### src/rtl/mem_arbiter.sv
// Single-port arbiter for the slow line memory shared by the I-cache and D-cache.
// D-cache wins ties, but after MAX_D_RUN consecutive D grants over a waiting I-cache, I gets the next grant.
module mem_arbiter #(
   parameter int ADDR_W    = 28,
   parameter int DATA_W    = 128,
   parameter int MAX_D_RUN = 4
) (
   input  logic              clk,
   input  logic              rst_n,
   input  logic              i_mem_read,
   input  logic              i_mem_write,
   input  logic [ADDR_W-1:0] i_mem_addr,
   input  logic [DATA_W-1:0] i_mem_wdata,
   output logic [DATA_W-1:0] i_mem_rdata,
   output logic              i_mem_ready,
   input  logic              d_mem_read,
   input  logic              d_mem_write,
   input  logic [ADDR_W-1:0] d_mem_addr,
   input  logic [DATA_W-1:0] d_mem_wdata,
   output logic [DATA_W-1:0] d_mem_rdata,
   output logic              d_mem_ready,
   output logic              mem_read,
   output logic              mem_write,
   output logic [ADDR_W-1:0] mem_addr,
   output logic [DATA_W-1:0] mem_wdata,
   input  logic [DATA_W-1:0] mem_rdata,
   input  logic              mem_ready,
   output logic              owner_d
);

   // state   | meaning
   // S_IDLE  | no transaction; arbitrate pending requests
   // S_BUSY_I| latched I-cache transaction on the memory port
   // S_BUSY_D| latched D-cache transaction on the memory port
   // S_GAP   | one dead cycle so memory sees a deassert between transactions

   localparam int RUN_W = $clog2(MAX_D_RUN + 1);

   typedef enum logic [1:0] {S_IDLE, S_BUSY_I, S_BUSY_D, S_GAP} state_t;

   state_t              state_q, state_d;
   logic                rd_q, rd_d;
   logic                wr_q, wr_d;
   logic [ADDR_W-1:0]   addr_q, addr_d;
   logic [DATA_W-1:0]   wdata_q, wdata_d;
   logic                owner_d_q, owner_d_d;
   logic [RUN_W-1:0]    d_run_q, d_run_d;

   logic i_pend, d_pend, grant_d, grant_i;

   assign i_pend  = i_mem_read | i_mem_write;
   assign d_pend  = d_mem_read | d_mem_write;
   assign grant_d = d_pend & (~i_pend | (d_run_q != RUN_W'(MAX_D_RUN)));
   assign grant_i = i_pend & ~grant_d;

   always_ff @(posedge clk or negedge rst_n) begin
      if (!rst_n) begin
         state_q   <= S_IDLE;
         rd_q      <= 1'b0;
         wr_q      <= 1'b0;
         addr_q    <= '0;
         wdata_q   <= '0;
         owner_d_q <= 1'b0;
         d_run_q   <= '0;
      end else begin
         state_q   <= state_d;
         rd_q      <= rd_d;
         wr_q      <= wr_d;
         addr_q    <= addr_d;
         wdata_q   <= wdata_d;
         owner_d_q <= owner_d_d;
         d_run_q   <= d_run_d;
      end
   end

   always_comb begin
      state_d   = state_q;
      rd_d      = rd_q;
      wr_d      = wr_q;
      addr_d    = addr_q;
      wdata_d   = wdata_q;
      owner_d_d = owner_d_q;
      d_run_d   = d_run_q;
      case (state_q)
         S_IDLE: begin
            // A requester raising both read and write is treated as a write.
            if (grant_d) begin
               state_d   = S_BUSY_D;
               wr_d      = d_mem_write;
               rd_d      = d_mem_read & ~d_mem_write;
               addr_d    = d_mem_addr;
               wdata_d   = d_mem_wdata;
               owner_d_d = 1'b1;
               if (!i_pend)
                  d_run_d = '0;
               else if (d_run_q != RUN_W'(MAX_D_RUN))
                  d_run_d = d_run_q + RUN_W'(1);
            end else if (grant_i) begin
               state_d   = S_BUSY_I;
               wr_d      = i_mem_write;
               rd_d      = i_mem_read & ~i_mem_write;
               addr_d    = i_mem_addr;
               wdata_d   = i_mem_wdata;
               owner_d_d = 1'b0;
               d_run_d   = '0;
            end
         end
         S_BUSY_I, S_BUSY_D: begin
            if (mem_ready) begin
               state_d = S_GAP;
               rd_d    = 1'b0;
               wr_d    = 1'b0;
            end
         end
         S_GAP:   state_d = S_IDLE;
         default: state_d = S_IDLE;
      endcase
   end

   assign mem_read    = rd_q;
   assign mem_write   = wr_q;
   assign mem_addr    = addr_q;
   assign mem_wdata   = wdata_q;
   assign owner_d     = owner_d_q;
   assign i_mem_rdata = mem_rdata;
   assign d_mem_rdata = mem_rdata;
   assign i_mem_ready = (state_q == S_BUSY_I) & mem_ready;
   assign d_mem_ready = (state_q == S_BUSY_D) & mem_ready;

endmodule

### config.mk
export PLATFORM = sky130hd
export DESIGN_NAME = mem_arbiter
export DESIGN_NICKNAME = d
export VERILOG_FILES = /design/src/rtl/mem_arbiter.sv
export SDC_FILE = /design/constraint.sdc
export NUM_CORES = 1
export LEC_CHECK = 0
export ABC_AREA = 1
export ABC_CLOCK_PERIOD_IN_PS = 1800
export CAP_MARGIN = 20
export CORE_AREA = 10 10 324 326
export CTS_CLUSTER_SIZE = 24
export DETAILED_ROUTE_END_ITERATION = 6
export DIE_AREA = 0 0 334 336
export DONT_BUFFER_PORTS = 1
export SLEW_MARGIN = 5
export SYNTH_ARGS = -nofsm -noshare
export SYNTH_HDL_FRONTEND = slang
export SYNTH_SLANG_ARGS = --single-unit
### constraint.sdc
create_clock -name clk -period 1.8 [get_ports clk]
set_input_delay 0.36 -clock clk [delete_from_list [all_inputs] [get_ports clk]]
set_output_delay 0.36 -clock clk [all_outputs]
set_load 0.01 [all_outputs]
==> flow_summary_export.csv <==
group,metric,value,unit
detailed_routing,drcViolationCount,0,
power_and_ir_drop,pwr-share-comb,37.2,%
cts,worstSkewPairLatency,500,ps
detailed_routing,avgViaCountPerCell,3.45,
logic_synthesis,synth_nets,1963,
worst_setup_path,start_kind,"flop",
timing,max_freq,581,MHz
cts,clock_path_buffers,2,
place,io_buffers,0,
cells_and_area,final_cells,2573,
worst_setup_path,worstPathRequired,2180,ps
detailed_routing,vias,8887,
logic_synthesis,yosysWarnings,0,
power_and_ir_drop,leakage,0.00586,uW
logic_synthesis,synthDistinctLibCells,18,
run_status,violations,"negative hold slack",
cts,ctsHoldBuffers,2,
power_and_ir_drop,seq_power_share,43.6,%
place,post-place-cells,2512,
logic_synthesis,synth_seq_cells,164,
cts,cts-root-buf,"clkbuf_16",
timing,tightest_slew,514,ps
flow_run,cap_violations,0,
cts,cts_buffers,17,
worst_setup_path,crit_family,"buffers and inverters",
logic_synthesis,synth_area,11100,sq um
worst_setup_path,arrival,2100,ps
timing,timing.hold.ws,-435,ps
logic_synthesis,synthCells,1510,
global_routing,grt.total_usage,9.68,%
die,io_pins,864,
worst_setup_path,max_stage_delay,400,ps
power_and_ir_drop,switching_share,49.5,%
timing,period_minus_slack,1720,ps
timing,relSlewSlack,65.8,%
power_and_ir_drop,power_density,1700,nW/um^2
global_routing,grt_first_pass_wirelength,75200,um
worst_setup_path,crit_path_end_kind,"flop",
logic_synthesis,seq_area_frac_synth,36.8,%
detailed_routing,drt-total-wl,60400,um
timing,timing.final.hold_violations,164,
place,dp_hpwl,45600,um
global_routing,first_global_vias,8873,
die,die_area,112000,sq um
place,gp_congestion,0.832,
timing,period_share,95.5,%
timing,slew_viol_final,0,
power_and_ir_drop,p_total,20500,uW
cells_and_area,drive_gt1_share,9.57,%
power_and_ir_drop,max-vdd-ir-drop,0.769,mV
min_path,min_path_type,"in2async",
run_status,status,"complete, but fails checks",
die,std_cell_rows,115,
worst_setup_path,worst-path-buf-inv,4,
timing,setup_tns,0,ps
cells_and_area,final_cell_mix,"497 x nand2_1, 164 x dfrtp_1, 162 x inv_1, 160 x nand3_1, 156 x nand3b_1",
power_and_ir_drop,p_int,10300,uW
detailed_routing,post_drt_wl_per_cell,23.5,um
power_and_ir_drop,switching_power,10100,uW
global_routing,grt_start_max_net_pins,165,
cts,clk_pin_slew,80,ps
die,core_area,98100,sq um
timing,setup_violations,0,
detailed_routing,drt-initial-drc-count,511,
cells_and_area,final_common_cell,"nand2_1",
worst_setup_path,cp_cell_sequence,"inv_2, ha_1, nand2_1, inv_2, nand2_8, nand2_8, buf_4, clkbuf_16, nand2_1, nand3_1, nand2_1",
power_and_ir_drop,pwr-share-clk,19.1,%
worst_setup_path,path_class,"reg2reg",
cells_and_area,fin_nets,1715,
timing,rsz0062_at_grt,"yes",
timing,fin_skew,22.1,ps
die,die_h,336,um
die,die_w,334,um
worst_setup_path,cpMostUsedCell,"nand2_1",
worst_setup_path,crit_slowest_cell,"dfrtp_1",
cts,cts.htree.levels,4,
detailed_routing,drt_pass1_iterations,5,
global_routing,antenna_found_initial,24,
cells_and_area,synthToLayoutAreaGrowth,7.80,%
logic_synthesis,synth_area_per_cell,7.38,sq um
detailed_routing,antenna_left,0,
die,initial_utilization,11.4,%
cts,cts_tree,"yes",
worst_setup_path,cp_max_fo,11,
cts,clock_sinks,164,
global_routing,grt_overflow,0,
-- synth_stat cells --
cell / count / area share (%)
buf_2: 66 / 3.0
nand2_2: 3 / 0.17
ha_1: 6 / 0.67
nor2_1: 5 / 0.17
buf_1: 3 / 0.10
buf_4: 257 / 17
nand3_1: 163 / 7.3
dfrtp_1: 164 / 37
nor2_2: 1 / 0.056
clkbuf_1: 5 / 0.17
buf_6: 11 / 1.1
inv_2: 2 / 0.067
nand3b_1: 156 / 11
o21ai_0: 1 / 0.045
inv_1: 166 / 5.6
nand2_1: 498 / 17
or2_2: 2 / 0.11
xor2_1: 1 / 0.079
-- worst reg2reg max path: stages (launching register included) --
cell       delay [ps]
dfrtp_1           400
inv_2              60
ha_1              130
nand2_1            60
inv_2             100
nand2_8           100
nand2_8           170
buf_4             190
clkbuf_16         180
nand2_1            60
nand3_1            90
nand2_1            60
-- per-layer routing --
layer	part of all wire (%)	vias up	track usage, %	wire length, um
met5	0.63	-	1.86	379
met4	3.8	18	4.55	2290
met3	13	151	6.07	7610
met2	42	638	13.6	25400
met1	41	4179	11.3	24700
li1	-	3901	-	-
-- kinds of logic (layout without fill, tap and decap cells) --
logic type,after synthesis,after routing,share of synthesized area [%]
flip-flops,164,164,36.8
other,0,11,0
buffers and inverters,510,275,27.3
adder cells (fa/ha/maj),6,6,0.673
AND/OR/NAND/NOR,828,828,35.1
XOR/XNOR,1,1,0.0786
AO/OA/AOI/OAI,1,1,0.0448
-- what timing repair did --
action                     4_1_cts  5_1_grt
resized for setup                3       17
pin swaps                        0        3
setup buffers                    0        7
cloned                           1        8
hold endpoints to repair       166      164
setup endpoints to repair        1       77
-- power groups by stage --
stage	registers [uW]	logic, uW	clock network (uW)
after global routing	9300	8600	4270
after floorplan	7340	5140	0
final	8940	7620	3920
after detailed placement	9270	6770	0
after global placement	9340	6610	0
after CTS	9260	7030	4160
-- stage by stage --
stage / utilization, % / instance area, sq um / setup slack [ps]
after floorplan: - / 11100 / 353
after global placement: 11.2 / 11000 / -17.7
after detailed placement: 11.2 / 11000 / 8.37
after CTS: 11.9 / 11600 / 13.4
after global routing: 12.2 / 12000 / -21.8
final: 12.2 / 12000 / 80.1
-- registers in the layout, summed over array words and instances, names as in the netlist --
| register | flops |
|---|---|
| d_run_q | 3 |
| mem_write | 1 |
| mem_wdata | 128 |
| owner_d | 1 |
| mem_addr | 28 |
| state_q | 2 |
| mem_read | 1 |
-- worst paths after layout --
check | from | to | slack, ps | cells past startpoint
max in group asynchronous | rst_n | mem_wdata[55]$_DFFE_PN0P_ | 1840 | 0
max reg2reg | d_run_q[0]$_DFFE_PN0P_ | mem_wdata[110]$_DFFE_PN0P_ | 80 | 11
max | d_run_q[0]$_DFFE_PN0P_ | mem_wdata[110]$_DFFE_PN0P_ | 80 | 11
min reg2reg | state_q[1]$_DFFE_PN0P_ | state_q[1]$_DFFE_PN0P_ | 530 | 2
min | rst_n | mem_addr[5]$_DFFE_PN0P_ | -430 | 0
min in group clk | d_mem_write | mem_read$_DFFE_PN0P_ | 70 | 3
-- layout make-up --
| cell class | count | area, sq um |
|---|---|---|
| diodes | 11 | 27.5 |
| clock buffers | 18 | 439 |
| clock inverters | 14 | 143 |
| fillers | 11400 | 86100 |
| inverters | 168 | 648 |
| multi-input cells | 836 | 4050 |
| flip-flops and latches | 164 | 4100 |
| well taps | 1287 | 1610 |
| repair buffers | 75 | 993 |
Power figures use the tool's default switching activity.
